==> src/rtl/ff_tester_pkg.sv <==
// ============================================================================
// Module  : ff_tester_pkg
// Brief   : Shared types and constants for the flip-flop bank tester.
// Revision: 1.0
// ============================================================================
`default_nettype none

package ff_tester_pkg;

   typedef enum logic [2:0] {
      ST_IDLE  = 3'd0,
      ST_DRIVE = 3'd1,
      ST_PULSE = 3'd2,
      ST_WAIT  = 3'd3,
      ST_CHECK = 3'd4,
      ST_DONE  = 3'd5
   } state_e;

   localparam int c_STIM_D = 0;
   localparam int c_STIM_J = 1;
   localparam int c_STIM_K = 2;
   localparam int c_STIM_T = 3;

   localparam int c_Q_D   = 0;
   localparam int c_NQ_D  = 1;
   localparam int c_Q_JK  = 2;
   localparam int c_NQ_JK = 3;
   localparam int c_Q_T   = 4;
   localparam int c_NQ_T  = 5;

   localparam logic [3:0] INIT_STIM     = 4'b0100;
   localparam logic [7:0] INIT_FAIL_IDX = 8'hFF;

   // Ideal bank response for the given Q states, in q_obs bit order.
   function automatic logic [5:0] expected_obs(input logic qd, input logic qjk, input logic qt);
      logic [5:0] v;
      v           = '0;
      v[c_Q_D]    = qd;
      v[c_NQ_D]   = ~qd;
      v[c_Q_JK]   = qjk;
      v[c_NQ_JK]  = ~qjk;
      v[c_Q_T]    = qt;
      v[c_NQ_T]   = ~qt;
      return v;
   endfunction

endpackage

`default_nettype wire

==> src/rtl/ff_golden_model.sv <==
// ============================================================================
// Module  : ff_golden_model
// Brief   : Reference D/JK/T flip-flop states, stepped once per bank strobe.
// Revision: 1.0
// ============================================================================
`default_nettype none

module ff_golden_model
   import ff_tester_pkg::*;
(
   input  logic       clk,
   input  logic       rst_n,
   input  logic [3:0] stim_i,
   input  logic       upd_i,
   input  logic       load_i,
   input  logic       load_t_i,
   output logic       q_d_o,
   output logic       q_jk_o,
   output logic       q_t_o
);

   logic q_d_q, q_d_d;
   logic q_jk_q, q_jk_d;
   logic q_t_q, q_t_d;

   always_comb begin
      q_d_d  = q_d_q;
      q_jk_d = q_jk_q;
      q_t_d  = q_t_q;
      if (upd_i) begin
         q_d_d = stim_i[c_STIM_D];
         unique case ({stim_i[c_STIM_J], stim_i[c_STIM_K]})
            2'b00:   q_jk_d = q_jk_q;
            2'b01:   q_jk_d = 1'b0;
            2'b10:   q_jk_d = 1'b1;
            default: q_jk_d = ~q_jk_q;
         endcase
         if (stim_i[c_STIM_T]) begin
            q_t_d = ~q_t_q;
         end
      end
      // The bank's T flop has no reset, so its state is adopted from the bank.
      if (load_i) begin
         q_t_d = load_t_i;
      end
   end

   always_ff @(posedge clk or negedge rst_n) begin
      if (!rst_n) begin
         q_d_q  <= 1'b0;
         q_jk_q <= 1'b0;
         q_t_q  <= 1'b0;
      end else begin
         q_d_q  <= q_d_d;
         q_jk_q <= q_jk_d;
         q_t_q  <= q_t_d;
      end
   end

   assign q_d_o  = q_d_q;
   assign q_jk_o = q_jk_q;
   assign q_t_o  = q_t_q;

endmodule

`default_nettype wire

==> src/rtl/ff_bank_tester.sv <==
// ============================================================================
// Module  : ff_bank_tester
// Brief   : Drives the D/JK/T bank, strobes it and checks every response.
//           FF_TESTER_HALT_ON_ERR_EN: stop the run at the first mismatch.
// Revision: 1.0
// ============================================================================
`default_nettype none

module ff_bank_tester
   import ff_tester_pkg::*;
#(
   parameter int NUM_VECTORS   = 16,
   parameter int SETTLE_CYCLES = 3,
   parameter int PULSE_CYCLES  = 2
) (
   input  logic       clk,
   input  logic       rst_n,
   input  logic       start_i,
   input  logic [5:0] q_obs_i,
   output logic [3:0] stim_o,
   output logic       ff_clk_o,
   output logic       busy_o,
   output logic       done_o,
   output logic       pass_o,
   output logic [7:0] err_count_o,
   output logic [7:0] fail_vec_o,
   output logic [5:0] fail_obs_o
);

`ifdef FF_TESTER_HALT_ON_ERR_EN
   localparam logic c_HALT_ON_ERR = 1'b1;
`else
   localparam logic c_HALT_ON_ERR = 1'b0;
`endif

   localparam logic [7:0] c_SETTLE_LAST = 8'(SETTLE_CYCLES - 1);
   localparam logic [7:0] c_PULSE_LAST  = 8'(PULSE_CYCLES - 1);
   localparam logic [7:0] c_LAST_VEC    = 8'(NUM_VECTORS - 1);

   state_e     state_q, state_d;
   logic [7:0] cnt_q, cnt_d;
   logic [7:0] vec_q, vec_d;
   logic       init_q, init_d;
   logic [3:0] stim_q, stim_d;
   logic       ff_clk_q, ff_clk_d;
   logic       busy_q, busy_d;
   logic       done_q, done_d;
   logic       pass_q, pass_d;
   logic [7:0] err_q, err_d;
   logic [7:0] fvec_q, fvec_d;
   logic [5:0] fobs_q, fobs_d;
   logic [5:0] sync1_q, sync2_q;

   logic       w_upd, w_load, w_mismatch;
   logic       w_model_d, w_model_jk, w_model_t;
   logic [5:0] w_expect;

   assign w_upd  = (state_q == ST_DRIVE) && (cnt_q == c_SETTLE_LAST);
   assign w_load = (state_q == ST_CHECK) && init_q;

   ff_golden_model u_model (
      .clk      (clk),
      .rst_n    (rst_n),
      .stim_i   (stim_q),
      .upd_i    (w_upd),
      .load_i   (w_load),
      .load_t_i (sync2_q[c_Q_T]),
      .q_d_o    (w_model_d),
      .q_jk_o   (w_model_jk),
      .q_t_o    (w_model_t)
   );

   // During the init check the observed Q_T is the reference by definition.
   assign w_expect   = expected_obs(w_model_d, w_model_jk, init_q ? sync2_q[c_Q_T] : w_model_t);
   assign w_mismatch = (sync2_q != w_expect);

   always_comb begin
      state_d = state_q;
      cnt_d   = cnt_q;
      vec_d   = vec_q;
      init_d  = init_q;
      stim_d  = stim_q;
      err_d   = err_q;
      fvec_d  = fvec_q;
      fobs_d  = fobs_q;
      unique case (state_q)
         ST_IDLE, ST_DONE: begin
            if (start_i) begin
               state_d = ST_DRIVE;
               cnt_d   = 8'd0;
               vec_d   = 8'd0;
               init_d  = 1'b1;
               stim_d  = INIT_STIM;
               err_d   = 8'd0;
               fvec_d  = 8'd0;
               fobs_d  = 6'd0;
            end
         end
         ST_DRIVE: begin
            if (cnt_q == c_SETTLE_LAST) begin
               state_d = ST_PULSE;
               cnt_d   = 8'd0;
            end else begin
               cnt_d = cnt_q + 8'd1;
            end
         end
         ST_PULSE: begin
            if (cnt_q == c_PULSE_LAST) begin
               state_d = ST_WAIT;
               cnt_d   = 8'd0;
            end else begin
               cnt_d = cnt_q + 8'd1;
            end
         end
         ST_WAIT: begin
            if (cnt_q == c_SETTLE_LAST) begin
               state_d = ST_CHECK;
               cnt_d   = 8'd0;
            end else begin
               cnt_d = cnt_q + 8'd1;
            end
         end
         ST_CHECK: begin
            cnt_d = 8'd0;
            if (w_mismatch) begin
               // A zero count marks the first failure; saturation keeps it non-zero.
               if (err_q == 8'd0) begin
                  fvec_d = init_q ? INIT_FAIL_IDX : vec_q;
                  fobs_d = sync2_q;
               end
               if (err_q != 8'hFF) begin
                  err_d = err_q + 8'd1;
               end
            end
            if (w_mismatch && c_HALT_ON_ERR) begin
               state_d = ST_DONE;
            end else if (init_q) begin
               init_d  = 1'b0;
               vec_d   = 8'd0;
               stim_d  = 4'd0;
               state_d = ST_DRIVE;
            end else if (vec_q == c_LAST_VEC) begin
               state_d = ST_DONE;
            end else begin
               vec_d   = vec_q + 8'd1;
               stim_d  = vec_d[3:0];
               state_d = ST_DRIVE;
            end
         end
         default: state_d = ST_IDLE;
      endcase
      ff_clk_d = (state_d == ST_PULSE);
      busy_d   = (state_d != ST_IDLE) && (state_d != ST_DONE);
      done_d   = (state_d == ST_DONE);
      pass_d   = done_d && (err_d == 8'd0);
   end

   always_ff @(posedge clk or negedge rst_n) begin
      if (!rst_n) begin
         state_q  <= ST_IDLE;
         cnt_q    <= 8'd0;
         vec_q    <= 8'd0;
         init_q   <= 1'b0;
         stim_q   <= 4'd0;
         ff_clk_q <= 1'b0;
         busy_q   <= 1'b0;
         done_q   <= 1'b0;
         pass_q   <= 1'b0;
         err_q    <= 8'd0;
         fvec_q   <= 8'd0;
         fobs_q   <= 6'd0;
         sync1_q  <= 6'd0;
         sync2_q  <= 6'd0;
      end else begin
         state_q  <= state_d;
         cnt_q    <= cnt_d;
         vec_q    <= vec_d;
         init_q   <= init_d;
         stim_q   <= stim_d;
         ff_clk_q <= ff_clk_d;
         busy_q   <= busy_d;
         done_q   <= done_d;
         pass_q   <= pass_d;
         err_q    <= err_d;
         fvec_q   <= fvec_d;
         fobs_q   <= fobs_d;
         sync1_q  <= q_obs_i;
         sync2_q  <= sync1_q;
      end
   end

   assign stim_o      = stim_q;
   assign ff_clk_o    = ff_clk_q;
   assign busy_o      = busy_q;
   assign done_o      = done_q;
   assign pass_o      = pass_q;
   assign err_count_o = err_q;
   assign fail_vec_o  = fvec_q;
   assign fail_obs_o  = fobs_q;

endmodule

`default_nettype wire

==> config.mk <==
export PLATFORM = sky130hd
export DESIGN_NAME = ff_bank_tester
export DESIGN_NICKNAME = d
export VERILOG_FILES = /design/src/rtl/ff_tester_pkg.sv /design/src/rtl/ff_golden_model.sv /design/src/rtl/ff_bank_tester.sv
export SDC_FILE = /design/constraint.sdc
export NUM_CORES = 1
export LEC_CHECK = 0
export ABC_CLOCK_PERIOD_IN_PS = 2300
export CORE_MARGIN = 2
export CORE_UTILIZATION = 34
export CTS_CLUSTER_SIZE = 24
export DETAILED_ROUTE_END_ITERATION = 7
export GPL_ROUTABILITY_DRIVEN = 0
export SYNTH_ARGS = -nofsm -noshare
export SYNTH_HDL_FRONTEND = slang
export SYNTH_SLANG_ARGS = --single-unit
export TNS_END_PERCENT = 50
==> constraint.sdc <==
create_clock -name clk -period 2.3 [get_ports clk]
set_input_delay 0.69 -clock clk [delete_from_list [all_inputs] [get_ports clk]]
set_output_delay 0.69 -clock clk [all_outputs]
set_load 0.005 [all_outputs]
==> Yosys cells after proc, flatten, opt, wreduce, memory -nomap -nowiden <==
Index checks and enable logic that the tools add are counted.
W data, S select, Z words.
{ "word_totals": {"ff_bits": 65, "in_bits": 9, "output_inout_bits": 30, "elab_cells": 102} }
{ "classes": {"n_addsub": 3, "eq_ne": 19, "n_mux": 37, "bitwise": 5, "reduce_logical": 21} }
{ "op_table": {"columns": ["operator", "n"], "rows": [
  ["$mux W8", 11],
  ["$pmux W8 S2", 3],
  ["$pmux W8 S4", 1],
  ["$add A8 B1 Y8 const B", 3],
  ["$mux W3", 6],
  ["$mux W6", 3],
  ["$logic_not A8 Y1", 2],
  ["$pmux W3 S5", 1],
  ["$mux W4", 3],
  ["$pmux W6 S2", 1],
  ["$eq A3 B2 Y1 const B", 3],
  ["$eq A3 B3 Y1 const B", 3],
  ["$eq A8 B1 Y1 const B", 1],
  ["$eq A8 B2 Y1 const B", 1],
  ["$eq A8 B4 Y1 const B", 1],
  ["$ne A8 B8 Y1 const B", 1],
  ["$pmux W4 S2", 1],
  ["$reduce_and A2 Y1", 4],
  ["$ne A3 B3 Y1 const B", 2],
  ["$ne A6 B6 Y1", 1],
  ["$reduce_bool A2 Y1", 3],
  ["$mux W1", 5],
  ["$not A1 Y1", 5],
  ["$logic_and A1 B1 Y1", 4],
  ["other kinds (14)", 16]
]} }

==> Depth between registers and ports, before layout <==
{ "logic_depth": {"ltp_word": 7, "depth_mapped": 9, "ltp_nobuf": 8} }

==> Cells and area by module <==
A second synthesis with hierarchy kept.
{ "hier_totals": {"hier_cells": 313, "area_unflattened_um2": 3090.5} }
{ "by_module_without_submodules": {"columns": ["mod", "instances", "cells_each", "area_each_um2", "seq_area_each_um2"], "rows": [
  ["ff_bank_tester", 1, 297, 2901.5, 1476.4],
  ["ff_golden_model", 1, 16, 188.9, 75.1]
]} }

==> Worst setup path before layout <==
Ideal clock, no wire load.
{ "synth_timing": {"path_type": "reg2reg", "start": "register state_q[0]", "end": "register pass_q (netlist: pass_o)", "setup_ns": 0.096, "arrival_ns": 2.065, "required_time_ns": 2.204, "slack_ns": 0.139, "stages_incl_launch_ff": 9, "n_path_buf": 1, "period_less_slack_ns": 2.161, "cell_sequence": "dfrtp_1 -> or4b_1 -> buf_6 -> o31ai_4 -> o21ai_2 -> a31o_1 -> nor3_2 -> nand4bb_1 -> nor4_2"} }
{ "synth_between": {"elab_chain_len": 5, "elab_cells_between_ends": 16, "classes_between": "eq/ne: 6; mux: 6; reduce/logical: 4"} }
{ "synth_lines": {"columns": ["element", "line", "rtl"], "rows": [
  ["from (decl)", "ff_bank_tester.sv:40", "state_e state_q, state_d;"],
  ["from (signal assigned)", "ff_bank_tester.sv:175", "state_q <= state_d;"],
  ["$eq A3 B3 Y1 / $logic_not A3 Y1 (equally long branches)", "ff_bank_tester.sv:86", "unique case (state_q)"],
  ["$reduce_or A2 Y1", "ff_bank_tester.sv:86", null],
  ["$pmux W3 S5 (*)", "ff_bank_tester.sv:86", null],
  ["$eq A3 B3 Y1 (*)", "ff_bank_tester.sv:154", "done_d = (state_d == ST_DONE);"],
  ["named net done_d", "ff_bank_tester.sv:47", "logic done_q, done_d;"],
  ["$logic_and A1 B1 Y1 (*)", "ff_bank_tester.sv:155", "pass_d = done_d && (err_d == 8'd0);"],
  ["named net pass_d", "ff_bank_tester.sv:48", "logic pass_q, pass_d;"],
  ["to (signal assigned)", "ff_bank_tester.sv:183", "pass_q <= pass_d;"],
  ["to (decl)", "ff_bank_tester.sv:48", null]
]} }
Mark *: on every way through the listed nets, which the timed path passes. The rest lies on a longest branch.
A chain may end at the register's enable or synchronous reset.

==> Worst setup path after layout <==
{ "layout_timing": {"start": "register u_model.q_d_q (netlist: u_model.q_d_o)", "end": "register pass_q (netlist: pass_o)"} }
{ "layout_between": {"elab_chain_len": 6} }
{ "layout_lines": {"columns": ["element", "line", "rtl"], "rows": [
  ["from (decl)", "ff_golden_model.sv:22", "logic q_d_q, q_d_d;"],
  ["from (signal assigned)", "ff_golden_model.sv:54", "q_d_q <= q_d_d;"],
  ["$not A1 Y1", "ff_tester_pkg.sv:39", "v[c_NQ_D] = ~qd;"],
  ["$ne A6 B6 Y1 (*)", "ff_bank_tester.sv:75", "assign w_mismatch = (sync2_q != w_expect);"],
  ["$mux W8 (*)", "ff_bank_tester.sv:125", "if (w_mismatch) begin"],
  ["$pmux W8 S2 (*)", "ff_bank_tester.sv:86", null],
  ["named net err_d[7]", "ff_bank_tester.sv:49", "logic [7:0] err_q, err_d;"],
  ["$logic_not A8 Y1 (*)", "ff_bank_tester.sv:155", null],
  ["$logic_and A1 B1 Y1 (*)", "ff_bank_tester.sv:155", null],
  ["named net pass_d", "ff_bank_tester.sv:48", null]
]} }
Marked as above.

==> results.yml <==
run_status:
  outcome: "finished, final reports clean"
logic_synthesis:
  netlist_top_cells_area: "dfrtp_1 51%, nand2_1 5.0%, o21ai_0 4.9%"
  synthAdderAreaFrac: 0.0326
  synth_compound_gate_area_share: 0.174
  yosysSeqAreaShare: 0.506
  synth_top_cell_area_share: 0.506
  syn-num-nets: 336
  synth_top_cell_by_area: "dfrtp_1"
  synth_top_family_by_area: "simple AND/OR/NAND/NOR gates"
  synth_ff_type: "dfrtp_1"
  synth_common_cells: "62 x dfrtp_1, 41 x nand2_1, 30 x o21ai_0, 28 x nor2_1, 20 x a21oi_1"
  yosysMostFrequentCell: "dfrtp_1"
  synthDistinctLibCells: 57
  synth-simple-area-share: 0.215
  synth-edff-count: 0
  synth_xor_area_frac: 0.0114
  synth_area_mm2: 0.00307
  ys_warn_count: 0
  synthCells: 319
  avgSynthCellArea_um2: 9.62
  synth_seq_cells: 62
  synthMuxAreaShare: 0.0204
  synthArstFlopShare: 1.00
grt:
  antenna_found_initial: 0
  use_met1: 0.211
  grt_max_degree: 63
  grt_pass1_vias: 2548
  grt-ovfl-total: 0
  use_met3: 0.0255
  grtUsageTotal: 0.156
  grt.busiest_layer: "met2"
  grt_pass1_wl_um: 12200
  grt_use_met2: 0.244
timing:
  rsz0062_at_grt: "false"
  finalSetupViolations: 0
  max_freq_mhz: 465
  fin_crit_ns: 2.15
  setup_ws_ns: 0.149
  hold_violations: 0
  tightest_slew_ns: 0.509
  finalCritPeriodShare: 0.935
  clock_skew_ns: 0.00437
  max_slew_margin: 0.660
  slew_violations: 0
cells_and_area:
  drive_above_1_share: 0.169
  fin_area_mm2: 0.00402
  area_delta_synth_final_pct: 30.9
  instances_no_fill: 499
  antenna_cells: 0
  fin_nets: 403
detailed_routing:
  wl_um: 7020
  via_per_inst: 5.15
  wl_per_cell_um: 14.1
  antenna_left: 0
  vias: 2572
  drt_iter0_drc: 82
  firstDrtPassIters: 4
  drc: 0
floorplanning:
  dieArea_mm2: 0.00980
  core_mm2: 0.00872
  num_rows: 34
  initial_core_util: 0.352
  dieHeight_um: 99.0
  io_pins: 39
  dieWidth_um: 99.0
clocking:
  clkTransAtPathRegs_ns: 0.07
  clock_latency_ns: 0.34
  cts-root-buf: "clkbuf_8"
  htree_levels: 3
  numCtsBuffers: 9
  clockBufferDepth: 2
  holdBufCountCts: 0
  post_cts_buffers: 0
  cts_tree: "yes"
  cts.sinks: 62
pwr:
  p_leak_uw: 0.00175
  worst_ir_drop_vdd_v: 0.000418
  power.density_mw_per_mm2: 1060
critical_path:
  crit_path_start_kind: "flip-flop"
  crit_required_ns: 2.55
  endpoint_kind: "flip-flop"
  crit_fanout: 4
  arrival_ns: 2.40
  slowest_stage: "dfrtp_1"
  max_stage_delay_ns: 0.40
  path_cells: "and3b_1, o22ai_1, o211ai_1, o311ai_1, o41ai_1, nand4bb_1, nor4_2"
  path_class: "flip-flop to flip-flop"
placed_design:
  io_buffers: 38
  hpwl_um: 4830
  dp_slack_ns: -0.376
  place_area_mm2: 0.00378
  placed_cells: 483
run:
  cap_violations: 0
worst_hold_path:
  hp-class: "primary input to async pin"
## layer usage
| metal | share of wire | up-vias | routed length [µm] |
|---|---|---|---|
| li1 | - | 1277 | - |
| met1 | 0.47 | 1237 | 3330 |
| met2 | 0.47 | 45 | 3320 |
| met3 | 0.032 | 13 | 223 |
| met4 | 0.021 | 0 | 150 |
| met5 | 0 | - | 0 |
## worst max-delay path, delay by kind of cell (launching register included)
kind | cells | cell delay (ns)
flip-flops | 1 | 0.40
AO/OA/AOI/OAI | 4 | 1.03
AND/OR/NAND/NOR | 3 | 0.63
## repair_timing
| item | in CTS | in global routing |
|---|---|---|
| resized for setup | 1 | 6 |
| setup endpoints to repair | 1 | 2 |
| pin swaps | 1 | 0 |
| endpoints found under the hold margin | 0 | 0 |
## cells in the final DEF, fill, tap and decap left out, drive strengths merged, types with 4 or more instances in the layout
cell type       n
o21ai          34
a21o            4
dfrtp          62
inv            11
clkdlybuf4s50  36
nor3            7
nand2          41
nor4            5
mux2i           4
o31ai           4
and3            8
a21oi          21
buf            35
ha              8
nand3          13
clkbuf         12
nor2           28
xnor2           4
## metrics by stage
stage / hold WS [ns] / utilization / power (µW) / setup TNS [ns]
floorplan: 0.331 / - / 2460 / 0
global placement: 0.332 / 0.434 / 3240 / -0.413
detailed placement: 0.335 / 0.434 / 3270 / -0.577
CTS: 0.350 / 0.459 / 4320 / 0
global route: 0.356 / 0.461 / 4620 / 0
finish: 0.324 / 0.461 / 4270 / 0
## state kept, by name (all words and copies together) (netlist names)
name            count
stim_o              1
vec_q               8
cnt_q               8
init_q              1
ff_clk_o            1
sync1_q             6
u_model.q_t_o       1
fail_vec_o          8
busy_o              1
err_count_o         8
done_o              1
u_model.q_jk_o      1
u_model.q_d_o       1
state_q             3
pass_o              1
sync2_q             6
fail_obs_o          6
## final timing paths
path                               start             end  slack [ns]  depth (start not counted)
min reg2reg                   sync1_q[1]      sync2_q[1]        0.35                          0
max                        u_model.q_d_o          pass_o        0.15                          7
max reg2reg                u_model.q_d_o          pass_o        0.15                          7
max in group asynchronous          rst_n          init_q        1.66                          2
min                                rst_n  err_count_o[4]        0.32                          2
min in group clk              sync1_q[1]      sync2_q[1]        0.35                          0
## cells by family (layout without fill, tap and decap cells)
logic type               Yosys count  count (layout)
flip-flops                        62              62
adder cells (fa/ha/maj)            8               8
buffers and inverters             27              99
AO/OA/AOI/OAI                     84              84
XOR/XNOR                           4               4
AND/OR/NAND/NOR                  128             128
multiplexers                       6               6
## cell type report
| class | instances | area [µm²] |
|---|---|---|
| multi-input combinational | 230 | 1420 |
| timing repair buffer | 72 | 654 |
| inverter | 11 | 41.3 |
| tap | 108 | 135 |
| sequential | 62 | 1550 |
| clock buffer | 12 | 165 |
| fill | 833 | 4700 |
| clock inverter | 4 | 53.8 |
## report_power, final
| part | internal (µW) | switching (µW) | leakage (µW) |
|---|---|---|---|
| combinational | 837 | 784 | 0.000842 |
| sequential | 1380 | 235 | 0.000806 |
| clock | 591 | 446 | 0.000105 |
Note: power is estimated with default switching activity, not from simulation.
